<file path="config.mk">
export PLATFORM = sky130hd
export DESIGN_NAME = toggle_sync_capture
export DESIGN_NICKNAME = d
export VERILOG_FILES = /design/src/rtl/toggle_sync_capture_pkg.sv /design/src/rtl/toggle_sync_capture_sync_bit.sv /design/src/rtl/toggle_sync_capture.sv
export SDC_FILE = /design/constraint.sdc
export NUM_CORES = 1
export LEC_CHECK = 0
export BUFFER_PORTS_ARGS = -buffer_cell sky130_fd_sc_hd__buf_2
export CAP_MARGIN = 20
export CORE_ASPECT_RATIO = 1.1
export CORE_UTILIZATION = 40
export CTS_CLUSTER_SIZE = 30
export DETAILED_ROUTE_END_ITERATION = 12
export GPL_TIMING_DRIVEN = 0
export PLACE_DENSITY_LB_ADDON = 0.1
export SLEW_MARGIN = 30
export SYNTH_ARGS = -nofsm -noshare
export SYNTH_HDL_FRONTEND = slang
export SYNTH_SLANG_ARGS = --single-unit
</file>
<file path="constraint.sdc">
create_clock -name clk -period 1.75 [get_ports clk]
set_clock_uncertainty 0.05 [all_clocks]
set_input_delay 0.525 -clock clk [delete_from_list [all_inputs] [get_ports clk]]
set_output_delay 0.525 -clock clk [all_outputs]
set_load 0.05 [all_outputs]
</file>
<file path="src/rtl/toggle_sync_capture_pkg.sv">
// toggle_sync_capture_pkg: shared UART crossing constants
package toggle_sync_capture_pkg;
  localparam int DATA_W_DEF      = 8;
  localparam int SYNC_STAGES_DEF = 2;
  localparam int OVR_CNT_W_DEF   = 8;
endpackage

</file>
<file path="src/rtl/toggle_sync_capture_sync_bit.sv">
// sync_bit: N-stage single-bit synchroniser, reset to 0
module sync_bit
  import toggle_sync_capture_pkg::*;
#(
  parameter int N = SYNC_STAGES_DEF
) (
  input  logic clk,
  input  logic rst,
  input  logic d,
  output logic q
);
  logic [N-1:0] ff;
  always_ff @(posedge clk)
    if (rst) ff <= '0;
    else     ff <= {ff[N-2:0], d};
  assign q = ff[N-1];
endmodule

</file>
<file path="src/rtl/toggle_sync_capture.sv">
// toggle_sync_capture: toggle-CDC receiver with byte capture, valid/ready output and overrun count
module toggle_sync_capture
  import toggle_sync_capture_pkg::*;
#(
  parameter int DATA_W      = DATA_W_DEF,
  parameter int SYNC_STAGES = SYNC_STAGES_DEF,
  parameter int OVR_CNT_W   = OVR_CNT_W_DEF
) (
  input  logic                 clk,
  input  logic                 rst,
  input  logic                 toggle_in,
  input  logic [DATA_W-1:0]    data_in,
  output logic                 out_valid,
  output logic [DATA_W-1:0]    out_data,
  input  logic                 out_ready,
  output logic                 pulse,
  output logic                 ack_toggle,
  output logic                 overrun,
  output logic [OVR_CNT_W-1:0] overrun_cnt,
  input  logic                 clr_overrun
);
  typedef enum logic {EMPTY, FULL} state_t;
  state_t state, state_nx;
  logic sync_q, tog_prev, tog_edge, accept, load, drop;
  sync_bit #(.N(SYNC_STAGES)) u_sync (.clk, .rst, .d(toggle_in), .q(sync_q));
  assign tog_edge  = sync_q != tog_prev;
  assign out_valid = state == FULL;
  assign accept    = out_valid && out_ready;
  always_comb begin
    load     = tog_edge && (!out_valid || accept);
    drop     = tog_edge && out_valid && !accept;
    state_nx = (tog_edge || (out_valid && !out_ready)) ? FULL : EMPTY;
  end
  always_ff @(posedge clk)
    if (rst) state <= EMPTY;
    else     state <= state_nx;
  // a drop coinciding with a clear leaves exactly that one drop recorded
  always_ff @(posedge clk)
    if (rst) begin
      tog_prev    <= 1'b0;
      out_data    <= '0;
      pulse       <= 1'b0;
      ack_toggle  <= 1'b0;
      overrun     <= 1'b0;
      overrun_cnt <= '0;
    end else begin
      tog_prev    <= sync_q;
      pulse       <= tog_edge;
      out_data    <= load ? data_in : out_data;
      ack_toggle  <= ack_toggle ^ accept;
      overrun     <= drop || (overrun && !clr_overrun);
      overrun_cnt <= drop ? (clr_overrun ? OVR_CNT_W'(1) :
                             (&overrun_cnt) ? overrun_cnt : overrun_cnt + OVR_CNT_W'(1)) :
                     clr_overrun ? '0 : overrun_cnt;
    end
endmodule

</file>
==> metrics.md <==
| Metric | Value |
|---|---|
| Area of the core | `2230 um^2` |
| Post-Synth Adder-Cell Area | `0.0132` |
| Die Span Y | `53.0 um` |
| Fraction of layout cells with a size suffix above 1 | `0.311` |
| CP endpoint kind | `primary output` |
| Layout overhead on the synthesized area | `23.8%` |
| Sink Count | `23` |
| Clock power frac | `0.268` |
| YS warnings | `0` |
| I/O pin count | `33` |
| Compound-gate portion of the synthesized area | `0.105` |
| Drt pass-1 iters | `4` |
| Post-layout net count | `150` |
| Postcts setup bufs | `0` |
| CP top delay family | `flip-flops` |
| Fin crit period | `1.66 ns` |
| Max-slew violation count | `0` |
| Crit path launch | `overrun_cnt[6]` |
| Gpl congestion | `0.743` |
| Sw Share | `0.269` |
| Logic gate share of total power | `0.133` |
| Pint | `0.668 mW` |
| Outcome | `finished clean` |
| Fmax achieved | `603 MHz` |
| Syn nets | `114` |
| Clock latency on the worst-skew pair | `0.32 ns` |
| Area of the multi-input gates | `472 um^2` |
| RR Endpoint | `overrun_cnt[0]` |
| RSZ-0062 raised after global routing | `no` |
| Fillers | `229` |
| Xor and xnor fraction of the mapped netlist area | `0.0358` |
| Avg Inst Size Synth | `9.45 um^2` |
| 1st-iter DRT viols | `8` |
| Main combinational cell family by area after synthesis | `simple AND/OR/NAND/NOR gates` |
| Most frequent cells in the layout | `buf_2 (31), dfxtp_1 (20), nor2_1 (18), mux2i_1 (9), nand2_1 (6)` |
| Max Buffers Root-to-Sink | `2` |
| Cell count after synthesis | `100` |
| Vias per inst | `4.97` |
| Worst-path fanout max | `7` |
| Placed cells | `161` |
| Post-CTS Resized | `0` |
| R2r worst-path depth | `5` |
| Arr. time, crit path | `1.08 ns` |
| Final setup vio count | `0` |
| Root buffer cell | `clkbuf_4` |
| Worst slew pin tran | `0.516 ns` |
| IO Port Bufs | `31` |
| Critical hold path startpoint | `toggle_in` |
| Most common cell after layout, fill and taps aside | `buf_2` |
| Worst Path Required | `1.17 ns` |
| Flops & latches, synth | `23` |
| Final Cycle Share | `0.947` |
| Power density cells | `780 nW/um^2` |
| Vias | `820` |
| Min-delay worst type | `in2reg` |
| Max-cap viol count | `0` |
| Switching Power | `0.245 mW` |
| Final Non-Filler Cells | `165` |
| Max incr delay on CP | `0.46 ns` |
| Initial antenna violation count | `0` |
| H-tree levels | `1` |
| First-pass GRT wire length | `2920 um` |
| Worst IR Drop VDD | `0.471 mV` |
| Hold buffer count at cts | `0` |
| Startpoint types | `flop` |
| Crit path cell chain | `buf_2` |
| # diodes | `0` |
| Critical path buffer and inverter count | `1` |
| Mapped cell area | `945 um^2` |
| Distinct cell type count after synthesis | `30` |
| Post-route ant nets | `0` |
| Post-DR wirelength/cell | `10.7 um` |
| CTS tree | `built` |
| Dpl hpwl | `1340 um` |
| Post-Synth Simple-Gate Area | `0.248` |
| Grt ovf | `0` |
| Fin. Hold Viols | `0` |
| Vias in the first global route | `708` |
| Critical-path top delay cell | `dfxtp_1` |
| Initial Utilization | `0.424` |
| Hold Path Depth | `2` |
| DRC Markers | `0` |
| # rows | `18` |
| Final wirelength | `1770 um` |
| Slew HR | `0.655` |
| DIE WIDTH | `48.3 um` |
| Worst r2r src | `overrun_cnt[1]` |
| Die area | `2560 um^2` |
| FF+latch area | `464 um^2` |
| Leakage | `0.511 nW` |
| Clock buffer count from CTS | `3` |
| Crit path kind | `reg2out` |
| Worst Hold Path EP | `u_sync.ff[0]` |
| R2r setup slk | `0.10 ns` |
| Hold_ws | `0.367 ns` |
| Mux share of post-synthesis cell area | `0.0954` |
| Largest net degree at the start of global routing | `13` |
| Seq/Total Area, Yosys | `0.487` |
| GR Util All Layers | `0.151` |
| Clk slew on worst S/H paths | `0.12 ns` |
| Sequential power share | `0.599` |
state kept, by name, summed over array words and instances, names as in the netlist:
register / flops
tog_prev: 1
overrun_cnt: 8
out_valid: 1
out_data: 8
pulse: 1
overrun: 1
ack_toggle: 1
u_sync.ff: 2
worst max path at each step:
stage               slack, ns        endpoint  cells after the start
floorplan               0.002  overrun_cnt[0]                      4
global placement      -0.0007  overrun_cnt[4]                      5
detailed placement       0.02  overrun_cnt[4]                      5
CTS                      0.08  overrun_cnt[0]                      5
global route             0.02  overrun_cnt[0]                      5
finish                   0.09  overrun_cnt[6]                      1
cells by family (layout without fill, tap and decap cells):
| family | Yosys count | in the layout |
|---|---|---|
| adder cells (fa/ha/maj) | 1 | 1 |
| AO/OA/AOI/OAI | 14 | 14 |
| AND/OR/NAND/NOR | 46 | 46 |
| XOR/XNOR | 3 | 3 |
| flip-flops | 23 | 23 |
| buffers and inverters | 4 | 39 |
| multiplexers | 9 | 9 |
power groups by stage:
| stage | combinational (mW) | clock [mW] | sequential (mW) |
|---|---|---|---|
| 3_3_place_gp | 0.121 | 0 | 0.559 |
| 2_1_floorplan | 0.0440 | 0 | 0.604 |
| 5_1_grt | 0.130 | 0.279 | 0.550 |
| 3_5_place_dp | 0.123 | 0 | 0.559 |
| 6_report | 0.121 | 0.244 | 0.547 |
| 4_1_cts | 0.123 | 0.252 | 0.547 |
final cells by class:
cell class	count	area share
tap	30	0.0321
multi-input combinational	73	0.403
timing repair buffer	31	0.133
buffer	3	0.00963
clock buffer	4	0.0225
sequential	23	0.397
inverter	1	0.00321
worst reg2reg max path, stage by stage, from the launching register on:
cell and delay, ns:
dfxtp_2 0.38, ha_2 0.22, and4_1 0.22, a211o_1 0.16, or4b_1 0.44, o31ai_1 0.08
per-layer routing:
layer	GRT usage	vias to the layer above	wire [um]
met3	0.0316	5	80
met4	0.103	0	54
met2	0.256	25	772
met1	0.175	361	858
li1	-	429	-
met5	0	-	0
metrics by stage:
stage	setup TNS, ns	setup slack, ns	area (um^2)	utilization	total power, mW
finish	0	0.0924	1170	0.525	0.913
global route	0	0.0183	1170	0.525	0.959
CTS	0	0.0849	1170	0.524	0.922
detailed placement	0	0.0183	1140	0.512	0.682
global placement	-0.000747	-0.000747	1140	0.512	0.680
floorplan	0	0.00234	948	-	0.648
synthesized netlist by cell type:
cell      number  area share
or3_1          1      0.0066
nor2_1        18       0.072
a41o_1         1       0.011
dfxtp_1       23        0.49
and4_1         1      0.0093
clkbuf_1       3       0.012
nor2_2         1      0.0066
o21ai_0        1      0.0053
and3_1         2       0.013
o31ai_1        1      0.0079
a211o_1        1      0.0093
nand3_1        4       0.021
nor3_1         3       0.016
a41oi_1        1      0.0093
a31oi_1        2       0.013
xnor2_2        1       0.017
nor2b_1        4       0.026
nand2b_1       2       0.013
nand4b_1       1      0.0093
o41ai_1        2       0.019
a21oi_1        4       0.021
and4bb_2       1       0.013
nand2_1        6       0.024
or4b_1         1       0.011
xor2_1         2       0.019
mux2i_1        9       0.095
o311ai_0       1      0.0093
ha_1           1       0.013
or2_2          1      0.0066
inv_1          1      0.0040
Power figures use the tool's default switching activity.
